--- config.mk ---
export PLATFORM = sky130hd
export DESIGN_NAME = digger_mover
export DESIGN_NICKNAME = d
export VERILOG_FILES = /design/src/rtl/digger_pkg.sv /design/src/rtl/digger_target_calc.sv /design/src/rtl/digger_mover.sv
export SDC_FILE = /design/constraint.sdc
export NUM_CORES = 1
export LEC_CHECK = 0
export CORE_ASPECT_RATIO = 0.6
export CORE_UTILIZATION = 35
export DETAILED_ROUTE_END_ITERATION = 8
export GPL_TIMING_DRIVEN = 0
export REMOVE_ABC_BUFFERS = 1
export SKIP_CTS_REPAIR_TIMING = 1
export SLEW_MARGIN = 10
export SYNTH_ARGS = -nofsm -noshare
export SYNTH_HDL_FRONTEND = slang
export SYNTH_SLANG_ARGS = --single-unit
--- constraint.sdc ---
create_clock -name test_clk -period 5.35 [get_ports test_clk]
set_clock_uncertainty 0.1 [all_clocks]
set_input_delay 0.535 -clock test_clk [delete_from_list [all_inputs] [get_ports test_clk]]
set_output_delay 0.535 -clock test_clk [all_outputs]
set_load 0.02 [all_outputs]
--- src/rtl/digger_pkg.sv ---
// Shared tile codes, key codes and controller state encoding for the digger tile-map mover.
package digger_pkg;

  localparam int TILE_TUNNEL = 0;
  localparam int TILE_UP     = 1;
  localparam int TILE_DOWN   = 2;
  localparam int TILE_LEFT   = 3;
  localparam int TILE_RIGHT  = 4;
  localparam int TILE_DIRT   = 5;

  localparam logic [2:0] KEY_NONE  = 3'b000;
  localparam logic [2:0] KEY_UP    = 3'b001;
  localparam logic [2:0] KEY_DOWN  = 3'b010;
  localparam logic [2:0] KEY_LEFT  = 3'b011;
  localparam logic [2:0] KEY_RIGHT = 3'b100;

  typedef enum logic [2:0] {
    SCAN, IDLE, RD, EVAL, WR_NEW, WR_OLD, WR_TURN, WAIT_REL
  } state_t;

  function automatic logic key_valid(input logic [2:0] k);
    return (k == KEY_UP) || (k == KEY_DOWN) || (k == KEY_LEFT) || (k == KEY_RIGHT);
  endfunction

endpackage

--- src/rtl/digger_target_calc.sv ---
// Combinational move target: neighbour cell of the digger, grid-edge check and facing tile code.
module digger_target_calc
  import digger_pkg::*;
#(
  parameter int COLS   = 15,
  parameter int ROWS   = 10,
  parameter int TILE_W = 4,
  parameter int ADDR_W = 8,
  parameter int RW     = 4,
  parameter int CW     = 4
) (
  input  logic [RW-1:0]     pos_row,
  input  logic [CW-1:0]     pos_col,
  input  logic [ADDR_W-1:0] pos_addr,
  input  logic [2:0]        key,
  output logic [RW-1:0]     tgt_row,
  output logic [CW-1:0]     tgt_col,
  output logic [ADDR_W-1:0] tgt_addr,
  output logic              edge_block,
  output logic [TILE_W-1:0] facing
);

  always_comb begin
    tgt_row    = pos_row;
    tgt_col    = pos_col;
    tgt_addr   = pos_addr;
    edge_block = 1'b0;
    facing     = TILE_W'(TILE_TUNNEL);
    case (key)
      KEY_UP: begin
        facing = TILE_W'(TILE_UP);
        if (pos_row == '0) edge_block = 1'b1;
        else begin
          tgt_row  = pos_row - RW'(1);
          tgt_addr = pos_addr - ADDR_W'(COLS);
        end
      end
      KEY_DOWN: begin
        facing = TILE_W'(TILE_DOWN);
        if (pos_row == RW'(ROWS - 1)) edge_block = 1'b1;
        else begin
          tgt_row  = pos_row + RW'(1);
          tgt_addr = pos_addr + ADDR_W'(COLS);
        end
      end
      KEY_LEFT: begin
        facing = TILE_W'(TILE_LEFT);
        if (pos_col == '0) edge_block = 1'b1;
        else begin
          tgt_col  = pos_col - CW'(1);
          tgt_addr = pos_addr - ADDR_W'(1);
        end
      end
      KEY_RIGHT: begin
        facing = TILE_W'(TILE_RIGHT);
        if (pos_col == CW'(COLS - 1)) edge_block = 1'b1;
        else begin
          tgt_col  = pos_col + CW'(1);
          tgt_addr = pos_addr + ADDR_W'(1);
        end
      end
      default: ;
    endcase
  end

endmodule

--- src/rtl/digger_mover.sv ---
// Digger player controller: scans tile RAM for the digger, then performs one read/evaluate/write
// grid move per key press, driving RAM port A with registered outputs.
module digger_mover
  import digger_pkg::*;
#(
  parameter int COLS   = 15,
  parameter int ROWS   = 10,
  parameter int TILE_W = 4,
  parameter int ADDR_W = 8
) (
  input  logic                     test_clk,
  input  logic                     rst,
  input  logic [2:0]               key,
  input  logic                     rescan,
  input  logic [TILE_W-1:0]        vgaram_douta,
  output logic                     vgaram_we,
  output logic [ADDR_W-1:0]        vgaram_addra,
  output logic [TILE_W-1:0]        vgaram_dina,
  output logic                     found,
  output logic [$clog2(ROWS)-1:0]  pos_row,
  output logic [$clog2(COLS)-1:0]  pos_col,
  output logic                     busy,
  output logic                     dug
);

  localparam int RW = $clog2(ROWS);
  localparam int CW = $clog2(COLS);
  localparam logic [ADDR_W-1:0] LAST = ADDR_W'(COLS * ROWS - 1);

  state_t state, state_n;
  logic              we_n, found_n, dug_n, dirt, dirt_n, sc_done, sc_done_n;
  logic              vld_p0, vld_p0_n, vld_p1, vld_p1_n;
  logic [ADDR_W-1:0] addra_n, pos_addr, pos_addr_n, sc_addr, sc_addr_n;
  logic [TILE_W-1:0] dina_n;
  logic [RW-1:0]     pos_row_n, sc_row, sc_row_n;
  logic [CW-1:0]     pos_col_n, sc_col, sc_col_n;
  logic [2:0]        mv_key, mv_key_n, calc_key;
  logic [RW-1:0]     scan_row_p0, scan_row_p1, tgt_row;
  logic [CW-1:0]     scan_col_p0, scan_col_p1, tgt_col;
  logic [ADDR_W-1:0] scan_addr_p0, scan_addr_p1, tgt_addr;
  logic              edge_block;
  logic [TILE_W-1:0] facing;

  function automatic logic is_digger(input logic [TILE_W-1:0] c);
    return (c >= TILE_W'(TILE_UP)) && (c <= TILE_W'(TILE_RIGHT));
  endfunction

  // The key is only live in IDLE; later move states work from the latched press.
  assign calc_key = (state == IDLE) ? key : mv_key;
  assign busy     = (state != IDLE);

  digger_target_calc #(
    .COLS(COLS), .ROWS(ROWS), .TILE_W(TILE_W), .ADDR_W(ADDR_W), .RW(RW), .CW(CW)
  ) u_target (
    .pos_row(pos_row), .pos_col(pos_col), .pos_addr(pos_addr), .key(calc_key),
    .tgt_row(tgt_row), .tgt_col(tgt_col), .tgt_addr(tgt_addr),
    .edge_block(edge_block), .facing(facing)
  );

  always_comb begin
    state_n = state;     we_n = 1'b0;          addra_n = vgaram_addra;
    dina_n = vgaram_dina; found_n = found;      dug_n = 1'b0;
    pos_row_n = pos_row; pos_col_n = pos_col;   pos_addr_n = pos_addr;
    mv_key_n = mv_key;   dirt_n = dirt;
    sc_row_n = sc_row;   sc_col_n = sc_col;     sc_addr_n = sc_addr;  sc_done_n = sc_done;
    vld_p0_n = 1'b0;     vld_p1_n = 1'b0;
    case (state)
      SCAN: begin
        vld_p1_n = vld_p0;
        if (!sc_done) begin
          addra_n   = sc_addr;
          vld_p0_n  = 1'b1;
          sc_done_n = (sc_addr == LAST);
          sc_addr_n = sc_addr + ADDR_W'(1);
          if (sc_col == CW'(COLS - 1)) begin
            sc_col_n = '0;
            sc_row_n = sc_row + RW'(1);
          end else sc_col_n = sc_col + CW'(1);
        end
        if (vld_p1 && is_digger(vgaram_douta)) begin
          state_n = IDLE;  found_n = 1'b1;
          pos_row_n = scan_row_p1;  pos_col_n = scan_col_p1;  pos_addr_n = scan_addr_p1;
        end else if (vld_p1 && (scan_addr_p1 == LAST)) state_n = IDLE;
      end
      IDLE: begin
        if (rescan) begin
          state_n = SCAN;  found_n = 1'b0;
          sc_row_n = '0;  sc_col_n = '0;  sc_addr_n = '0;  sc_done_n = 1'b0;
        end else if (found && key_valid(key)) begin
          mv_key_n = key;
          dirt_n   = 1'b0;
          if (edge_block) begin
            state_n = WR_TURN;  we_n = 1'b1;  addra_n = pos_addr;  dina_n = facing;
          end else begin
            state_n = RD;  addra_n = tgt_addr;
          end
        end
      end
      RD: state_n = EVAL;
      EVAL: begin
        we_n   = 1'b1;
        dina_n = facing;
        if ((vgaram_douta == TILE_W'(TILE_TUNNEL)) || (vgaram_douta == TILE_W'(TILE_DIRT))) begin
          state_n = WR_NEW;  addra_n = tgt_addr;
          dirt_n  = (vgaram_douta == TILE_W'(TILE_DIRT));
        end else begin
          state_n = WR_TURN;  addra_n = pos_addr;
        end
      end
      WR_NEW: begin
        state_n = WR_OLD;  we_n = 1'b1;  addra_n = pos_addr;  dina_n = '0;
        pos_row_n = tgt_row;  pos_col_n = tgt_col;  pos_addr_n = tgt_addr;  dug_n = dirt;
      end
      WR_OLD, WR_TURN: state_n = WAIT_REL;
      WAIT_REL: if (key == KEY_NONE) state_n = IDLE;
      default: state_n = SCAN;
    endcase
  end

  always_ff @(posedge test_clk) begin
    if (rst) begin
      state <= SCAN;  vgaram_we <= 1'b0;  vgaram_addra <= '0;  vgaram_dina <= '0;
      found <= 1'b0;  dug <= 1'b0;  pos_row <= '0;  pos_col <= '0;  pos_addr <= '0;
      mv_key <= KEY_NONE;  dirt <= 1'b0;
      sc_row <= '0;  sc_col <= '0;  sc_addr <= '0;  sc_done <= 1'b0;
      vld_p0 <= 1'b0;  vld_p1 <= 1'b0;
    end else begin
      state <= state_n;  vgaram_we <= we_n;  vgaram_addra <= addra_n;  vgaram_dina <= dina_n;
      found <= found_n;  dug <= dug_n;  pos_row <= pos_row_n;  pos_col <= pos_col_n;
      pos_addr <= pos_addr_n;  mv_key <= mv_key_n;  dirt <= dirt_n;
      sc_row <= sc_row_n;  sc_col <= sc_col_n;  sc_addr <= sc_addr_n;  sc_done <= sc_done_n;
      vld_p0 <= vld_p0_n;  vld_p1 <= vld_p1_n;
    end
  end

  // p0: cell whose address is on the RAM port; p1: cell whose data is on douta.
  always_ff @(posedge test_clk) begin
    if ((state == SCAN) && !sc_done) begin
      scan_row_p0  <= sc_row;
      scan_col_p0  <= sc_col;
      scan_addr_p0 <= sc_addr;
    end
    scan_row_p1  <= scan_row_p0;
    scan_col_p1  <= scan_col_p0;
    scan_addr_p1 <= scan_addr_p0;
  end

endmodule

==> results of run 1 <==
-- cell usage in the layout (no fill, tap or decap), types with 9 or more instances in the layout --
master / instances
o21ai_0: 15
mux2i_1: 10
nor3_1: 11
clkdlybuf4s50_1: 31
dfxtp_1: 72
ha_1: 11
nand3_1: 17
nand2_1: 35
inv_1: 18
edfxtp_1: 16
a221oi_1: 10
nor2_1: 56
xor2_1: 12
clkbuf_16: 9
a21oi_1: 37
-- layer usage --
layer,track usage,share of wire,vias to the layer above
li1,-,-,1849
met1,0.292,0.54,1889
met2,0.246,0.39,148
met3,0.0477,0.062,20
met4,0.0455,0.012,0
met5,0,0,-
-- critical path: cells and delay by family (launching register included) --
family	cells	cell delay [ns]
AO/OA/AOI/OAI	4	1.02
AND/OR/NAND/NOR	3	0.78
flip-flops	1	0.56
multiplexers	1	0.49
buffers and inverters	1	0.18
-- state kept, by name, summed over array words and instances, names as in the netlist, 4 cells and up --
signal	count
pos_addr	8
sc_addr	8
scan_addr_p0	8
scan_addr_p1	8
vgaram_addra	8
pos_col	4
pos_row	4
sc_col	4
sc_row	4
scan_col_p0	4
scan_col_p1	4
scan_row_p0	4
scan_row_p1	4
-- how the worst max path moves through the flow --
stage	cells after the start	end
6_report	9	vgaram_addra[6]$_SDFFE_PP0P_
3_3_place_gp	7	sc_row[3]$_SDFFE_PP0P_
2_1_floorplan	7	sc_row[3]$_SDFFE_PP0P_
5_1_grt	9	vgaram_addra[6]$_SDFFE_PP0P_
4_1_cts	9	vgaram_addra[6]$_SDFFE_PP0P_
3_5_place_dp	11	pos_col[3]$_SDFFE_PP0P_
-- power groups by stage --
stage,clock network [mW],registers (mW),logic (mW)
final,0.582,0.821,0.264
after global routing,0.621,0.829,0.291
after global placement,0,0.831,0.250
after CTS,0.594,0.819,0.262
after detailed placement,0,0.833,0.260
after floorplan,0,0.828,0.160
-- cells by family after synthesis --
kind of cell	Yosys count
mux	14
flops	88
compound gates	121
other cells	1
fa+ha+maj	13
xor+xnor	20
buf+inv	46
simple gates	191
-- final cells by class --
type / instances / area share
Tap cell: 165 / 0.0395
Sequential cell: 88 / 0.368
Clock buffer: 10 / 0.0457
Inverter: 20 / 0.0163
Clock inverter: 6 / 0.00670
Multi-Input combinational cell: 360 / 0.458
Timing Repair Buffer: 34 / 0.0663
-- per-stage QoR --
step / worst slack (ns) / hold slack [ns]
2_1_floorplan: 2.57 / 0.223
3_3_place_gp: 1.63 / 0.226
3_5_place_dp: 1.95 / 0.228
4_1_cts: 2.19 / 0.242
5_1_grt: 1.94 / 0.243
6_report: 2.11 / 0.241
==> impl_metrics.yaml, run 1 <==
run_status:
  status: "completed"
synthesis:
  synth_top_family_by_area: "simple AND/OR/NAND/NOR gates"
  synth_compound_area_frac: 0.189
  ys_types: 71
  synth-edff-count: 16
  syn_area_mm2: 0.00451
  synth_common_cells: "dfxtp_1, nor2_1, a21oi_1"
  synthTopCellsByArea: "dfxtp_1, edfxtp_1, nor2_1"
  yosysMostFrequentCell: "dfxtp_1"
  synthFlopType: "dfxtp_1"
  synthCells: 494
  yosysTopAreaCell: "dfxtp_1"
  synth_seq_area_share: 0.426
  muxShareOfSynthArea: 0.0380
  synth-seq-cells: 88
  yosys_warnings: 0
  synth_simple_gate_area_frac: 0.224
  postSynthAreaPerCell_um2: 9.12
  async_reset_ff_frac: 0
  synth_xor_area_frac: 0.0389
  yosysTopAreaCellShare: 0.320
  synth_fa_ha_area_frac: 0.0394
final_layout:
  layout.nets: 536
  drive_gt1_frac: 0.0753
  areaGrowthSynthToFinish_pct: 16.0
  stdcell_count: 683
  multi_input_area_mm2: 0.00239
  fin_area_mm2: 0.00523
  diodes: 0
  nFillCells: 1191
  regArea_mm2: 0.00192
  final_core_util: 0.425
power_and_ir_drop:
  pwr-share-seq: 0.493
  power.switching_mw: 0.472
  power.share.clock: 0.349
  power-per-cell-area_mw_per_mm2: 319
  total_power_mw: 1.67
  p_leak_nw: 1.83
  swShare: 0.283
  combPwrFrac: 0.158
  internal_power_mw: 1.19
  ir_worst_vdd_v: 0.000139
setup_path:
  endpoint_kind: "flip-flop"
  startpoint: "state[2]$_SDFFE_PP0P_"
  r2r_setup_slack_ns: 2.11
  cp.arrival_ns: 3.39
  cp.required_ns: 5.50
  setup.worst_path.class: "flip-flop to flip-flop"
  regToRegStartpoint: "state[2]$_SDFFE_PP0P_"
  slowest_stage: "dfxtp_1"
  crit_path_frequent_cell: "a221oi_1"
  crit_path_cell_trace: "nand2b_4 > nor2_8 > inv_6 > mux2i_4 > o22ai_2 > or3_4 > a21oi_4 > a221oi_1 > a221oi_1"
  worstReg2RegEnd: "vgaram_addra[6]$_SDFFE_PP0P_"
  r2r_cells: 9
  setup.worst_path.start_class: "flip-flop"
  path_max_fanout: 15
  max_stage_delay_ns: 0.56
timing:
  slew_headroom: 0.227
  worst_pin_slew_ns: 1.14
  fin_crit_sh: 0.605
  hold_violations: 0
  grt_setup_unrepaired: "no"
  slew_viol_final: 0
  fmax_mhz: 309
  fin_crit_ns: 3.24
  setup_violations: 0
  finalSetupTns_ns: 0
worst_hold_path:
  hold_path_startpoint: "scan_addr_p0[4]$_DFFE_PP_"
  hp-class: "flip-flop to flip-flop"
  min_to: "scan_addr_p1[4]$_DFF_P_"
  min_path_cells: 0
cts:
  cts_num_sinks: 88
  cts_tree: "yes"
  clkTransAtPathRegs_ns: 0.06
  clk_latency_ns: 0.34
  cts_buffer_depth: 2
  htreeDepth: 3
  cts_buffers: 9
  clockRootBuffer: "clkbuf_16"
global_routing:
  grt_max_degree: 34
  first_global_vias: 3561
  grtUsageTotal: 0.187
  antenna_found_initial: 0
  grt_pass1_wl_um: 19300
  grt-ovfl-total: 0
drt:
  drc: 0
  drt-pass1-iter-count: 5
  ant_nets: 0
  finalWirelength_um: 11900
  vias: 3906
  routed_wire_length_per_instance_um: 17.5
  post_drt_via_cell_ratio: 5.72
  drt_iter0_markers: 399
floorplan:
  rows: 31
  die_y_um: 89.9
  die-area_mm2: 0.0133
  initial_core_util: 0.367
  ios: 34
  die_w_um: 148
  core_region_area_mm2: 0.0123
run:
  cap_violations: 0
placement:
  port_buffers: 32
  dp_hpwl_um: 8580
  globalplace.congestion: 0.838
  place_inst: 667
  placed_area_mm2: 0.00495
(Power assumes the default switching activity.)
==> run 2: changes to the inputs <==
==> constraint.sdc (replaced) <==
create_clock -name test_clk -period 2.6 [get_ports test_clk]
set_clock_uncertainty 0.1 [all_clocks]
set_input_delay 0.26 -clock test_clk [delete_from_list [all_inputs] [get_ports test_clk]]
set_output_delay 0.26 -clock test_clk [all_outputs]
set_load 0.02 [all_outputs]
==> run 2 against run 1 <==
Compared with the run above: the flow now finishes with violations (setup timing); cell count increased by 4.0%; sequential share of layout area decreased by 2.6 points; routed wire length increased by 5.2%; via count increased by 2.5%; non-clock buffer count increased by 27; total power increased by 110%; flip-flop and latch count unchanged; critical endpoint is now vgaram_addra[2]$_SDFFE_PP0P_; largest cell class unchanged.
==> impl_metrics.yaml, run 2 (synthesized netlist as in run 1, its figures left out) <==
run_status:
  status: "complete, but fails checks"
  failed_checks: "setup timing"
setup_path:
  endpoint_kind: "flip-flop"
  crit_path_frequent_cell: "o211ai_1"
  max_stage_delay_ns: 0.44
  r2r_setup_slack_ns: -0.06
  r2r_cells: 10
  setup.worst_path.start_class: "flip-flop"
  crit_buf_inv: 2
  crit_path_cell_trace: "nand2b_4 > nor2_8 > inv_8 > mux2_4 > clkinv_8 > o22ai_4 > or3_4 > o31a_1 > o211ai_1 > o211ai_1"
  worstReg2RegEnd: "vgaram_addra[2]$_SDFFE_PP0P_"
  cp.arrival_ns: 2.78
  regToRegStartpoint: "state[2]$_SDFFE_PP0P_"
  slowest_stage: "or3_4"
  cp.required_ns: 2.72
  path_max_fanout: 15
  critPathTopFamily: "simple AND/OR/NAND/NOR gates"
  setup.worst_path.class: "flip-flop to flip-flop"
placement:
  dp_hpwl_um: 8580
  placed_area_mm2: 0.00495
  place_ws_ns: -0.537
  port_buffers: 32
  globalplace.congestion: 0.838
final_layout:
  areaGrowthSynthToFinish_pct: 25.5
  final_common_cell: "dfxtp_1"
  final_cell_mix: "dfxtp_1, nor2_1, nand2_1"
  fin_area_mm2: 0.00566
  nFillCells: 1153
  drive_gt1_frac: 0.174
  layout.nets: 563
  diodes: 0
worst_hold_path:
  hold_path_startpoint: "rst"
  hp-class: "input port to flip-flop"
  min_to: "sc_col[2]$_SDFFE_PP0P_"
  min_path_cells: 2
cts:
  cts_buffers: 9
  cts_tree: "yes"
  clockRootBuffer: "clkbuf_16"
  htreeDepth: 3
  clkTransAtPathRegs_ns: 0.06
  cts_num_sinks: 88
  cts_buffer_depth: 2
  clk_latency_ns: 0.35
drt:
  routed_wire_length_per_instance_um: 17.7
  drt_iter0_markers: 386
  finalWirelength_um: 12600
  drc: 0
  vias: 4004
  drt-pass1-iter-count: 5
  ant_nets: 0
  post_drt_via_cell_ratio: 5.64
floorplan:
  die_w_um: 148
  die-area_mm2: 0.0133
  ios: 34
  initial_core_util: 0.367
  die_y_um: 89.9
  rows: 31
  core_region_area_mm2: 0.0123
power_and_ir_drop:
  power-per-cell-area_mw_per_mm2: 624
  p_leak_nw: 2.01
  ir_worst_vdd_v: 0.000290
global_routing:
  grt-ovfl-total: 0
  grt-busiest-layer: "met1"
  use_met2: 0.246
  grtUsageTotal: 0.187
  met1_usage: 0.292
  grt_pass1_wl_um: 19300
  grt_max_degree: 34
  first_global_vias: 3561
  antenna_found_initial: 0
  met3_usage: 0.0477
timing:
  slew_viol_final: 0
  setup_violations: 3
  grt_setup_unrepaired: "yes"
  fin_crit_sh: 1.02
  fin_crit_ns: 2.66
  fin_ws_ns: -0.0554
  slew_headroom: 0.309
  hold_violations: 0
  worst_pin_slew_ns: 1.03
  fmax_mhz: 377
run:
  cap_violations: 0
[run 2: cell count changes in the layout (fill, tap and decap cells not counted), sizes merged]
cell,before,now
buf,3,30
[run 2: power breakdown]
group          switching (mW)  internal, mW
clock network           0.534         0.666
registers               0.117          1.57
logic                   0.354         0.286
[run 2: worst max path at each step]
stage	from	to	slack (ns)	cells past startpoint
5_1_grt	state[2]$_SDFFE_PP0P_	pos_row[3]$_SDFFE_PP0P_	-0.16	13
4_1_cts	state[2]$_SDFFE_PP0P_	vgaram_addra[6]$_SDFFE_PP0P_	-0.56	9
3_5_place_dp	state[2]$_SDFFE_PP0P_	vgaram_addra[6]$_SDFFE_PP0P_	-0.54	9
2_1_floorplan	state[1]$_SDFFE_PP0P_	sc_row[3]$_SDFFE_PP0P_	-0.18	7
6_report	state[2]$_SDFFE_PP0P_	vgaram_addra[2]$_SDFFE_PP0P_	-0.06	10
3_3_place_gp	state[1]$_SDFFE_PP0P_	sc_row[3]$_SDFFE_PP0P_	-1.12	7
[run 2: layout make-up]
cell class                 instances  area [um2]  area share
sequential                        88        1930       0.342
tap                              165         206      0.0365
multi-input combinational        360        2570       0.455
clock buffer                      10         239      0.0422
timing repair buffer              61         574       0.102
clock inverter                     6        35.0     0.00619
inverter                          20        95.1      0.0168
[run 2: layer usage]
metal	vias to the layer above	part of all wire
met1	1924	0.51
met2	152	0.41
met4	0	0.012
li1	1913	-
met3	15	0.071
met5	-	0
[run 2: per-stage QoR]
step	total power, mW	TNS [ns]	std cells	hold slack, ns	util
5_1_grt	3.69	-1.26	710	0.145	0.460
3_5_place_dp	2.25	-10.35	667	0.228	0.403
4_1_cts	3.45	-9.94	683	0.140	0.425
3_3_place_gp	2.23	-26.97	665	0.226	0.401
6_report	3.53	-0.149	710	0.137	0.460
2_1_floorplan	2.03	-0.994	468	0.223	-
==> run 3: changes to the inputs <==
--- a/config.mk
+++ b/config.mk
@@ -5,10 +5,13 @@
 export SDC_FILE = /design/constraint.sdc
 export NUM_CORES = 1
 export LEC_CHECK = 0
+export CELL_PAD_IN_SITES_DETAIL_PLACEMENT = 0
+export CELL_PAD_IN_SITES_GLOBAL_PLACEMENT = 1
 export CORE_ASPECT_RATIO = 0.6
 export CORE_UTILIZATION = 35
 export DETAILED_ROUTE_END_ITERATION = 8
 export GPL_TIMING_DRIVEN = 0
+export PLACE_DENSITY_LB_ADDON = 0.1
 export REMOVE_ABC_BUFFERS = 1
 export SKIP_CTS_REPAIR_TIMING = 1
 export SLEW_MARGIN = 10
==> constraint.sdc (replaced) <==
create_clock -name test_clk -period 3.1 [get_ports test_clk]
set_clock_uncertainty 0.1 [all_clocks]
set_input_delay 0.31 -clock test_clk [delete_from_list [all_inputs] [get_ports test_clk]]
set_output_delay 0.31 -clock test_clk [all_outputs]
set_load 0.02 [all_outputs]
==> run 3 against run 2 <==
Compared with the run above: the flow now finishes without violations; die area stayed put; global-route usage rose by 1.3 points; critical path depth is 3 higher; largest cell class unchanged; count of clock-buffer cells in the layout up 1; first-iteration DRC count down 41%; total power shrank 16%.
==> impl_metrics.yaml, run 3 (synthesized netlist as in run 1, its figures left out) <==
global_routing:
  grt-busiest-layer: "met1"
  grt_max_degree: 32
  use_met2: 0.259
  first_global_vias: 3498
  grt-ovfl-total: 0
  met3_usage: 0.0452
  grtUsageTotal: 0.200
  grt_pass1_wl_um: 20300
  met1_usage: 0.321
  antenna_found_initial: 0
placement:
  globalplace.congestion: 0.826
  port_buffers: 32
  place_inst: 668
  dp_hpwl_um: 8920
run_status:
  status: "completed"
cts:
  clk_latency_ns: 0.34
  clockRootBuffer: "clkbuf_16"
  cts_buffer_depth: 2
  clkTransAtPathRegs_ns: 0.06
  cts_tree: "yes"
  cts_num_sinks: 88
  cts_buffers: 9
  htreeDepth: 3
floorplan:
  core_region_area_mm2: 0.0123
  ios: 34
  initial_core_util: 0.367
  die_w_um: 148
  die-area_mm2: 0.0133
  die_y_um: 89.9
  rows: 31
setup_path:
  regToRegStartpoint: "state[2]$_SDFFE_PP0P_"
  crit_path_cell_trace: "clkdlybuf4s50_1 > nor3b_1 > mux2i_4 > buf_12 > buf_12 > ha_1 > a21o_1 > a21oi_1 > xor2_1 > nor3_1 > a21oi_1 > o22ai_1 > and2_1"
  r2r_cells: 11
  crit_buf_inv: 3
  cp.required_ns: 3.23
  critPathTopFamily: "buffers and inverters"
  r2r_setup_slack_ns: 0.16
  max_stage_delay_ns: 0.65
  path_max_fanout: 9
  endpoint_kind: "flip-flop"
  cp.arrival_ns: 3.10
  slowest_stage: "clkdlybuf4s50_1"
  setup.worst_path.start_class: "input port"
  setup.worst_path.class: "input port to flip-flop"
  worstReg2RegEnd: "vgaram_addra[3]$_SDFFE_PP0P_"
power_and_ir_drop:
  p_leak_nw: 1.89
  ir_worst_vdd_v: 0.000246
  power-per-cell-area_mw_per_mm2: 549
timing:
  finalSetupTns_ns: 0
  fin_crit_ns: 2.97
  fmax_mhz: 337
  fin_crit_sh: 0.958
  hold_violations: 0
  setup_violations: 0
  worst_pin_slew_ns: 0.875
  grt_setup_unrepaired: "no"
  whs_ns: 0.223
  slew_headroom: 0.411
  slew_viol_final: 0
drt:
  post_drt_via_cell_ratio: 5.47
  drt_iter0_markers: 228
  routed_wire_length_per_instance_um: 18.0
  ant_nets: 0
  vias: 3793
  drt-pass1-iter-count: 4
  finalWirelength_um: 12500
  drc: 0
final_layout:
  final_cell_mix: "dfxtp_1, nor2_1, a21oi_1"
  stdcell_count: 694
  drive_gt1_frac: 0.102
  layout.nets: 548
  final_common_cell: "dfxtp_1"
  diodes: 0
  areaGrowthSynthToFinish_pct: 19.3
  final_core_util: 0.437
run:
  cap_violations: 0
worst_hold_path:
  min_to: "mv_key[0]$_SDFFE_PP0P_"
  min_path_cells: 2
  hold_path_startpoint: "rst"
  hp-class: "input port to flip-flop"
==> run 3: changes by cell type in the layout (fill, tap and decap cells not counted), moves of 4 or more <==
cell      change
a21oi_2       -4
nor3b_1       +4
a21oi_1       +4
a221oi_2      -7
buf_4        -15
nor3b_2       -4
a221oi_1      +7
==> run 3: cell type report <==
class	instances	area, um2
clock buffer	11	233
clock inverter	4	47.5
fill	1233	6920
inverter	20	85.1
multi-input combinational	360	2410
sequential	88	1930
tap	165	206
timing repair buffer	46	465
==> run 3: report_power, final <==
group,total (mW),internal [mW],switching (mW)
clock network,1.05,0.618,0.436
registers,1.42,1.32,0.0996
logic,0.481,0.200,0.281
==> run 3: metrics by stage <==
step	worst slack (ns)	instance area [um2]	total power, mW
floorplan	0.320	4400	1.70
global placement	-0.841	4920	1.89
detailed placement	-0.101	4960	1.90
CTS	-0.147	5250	2.96
global route	0.0352	5380	3.10
finish	0.129	5380	2.95
==> run 3: metal layers <==
layer  vias up  part of all wire
met3         9             0.045
met2        89              0.38
li1       1873                 -
met4         0            0.0095
met1      1822              0.56
met5         -                 0
==> run 3: worst max-delay path by stage <==
stage / startpoint / end / slack [ns] / cells after the start
6_report: key[1] / pos_row[3]$_SDFFE_PP0P_ / 0.13 / 13
3_5_place_dp: state[2]$_SDFFE_PP0P_ / vgaram_addra[3]$_SDFFE_PP0P_ / -0.10 / 9
5_1_grt: state[2]$_SDFFE_PP0P_ / vgaram_addra[6]$_SDFFE_PP0P_ / 0.04 / 10
2_1_floorplan: state[1]$_SDFFE_PP0P_ / sc_row[3]$_SDFFE_PP0P_ / 0.32 / 7
3_3_place_gp: state[1]$_SDFFE_PP0P_ / sc_row[3]$_SDFFE_PP0P_ / -0.84 / 7
4_1_cts: state[2]$_SDFFE_PP0P_ / vgaram_addra[1]$_SDFFE_PP0P_ / -0.15 / 9
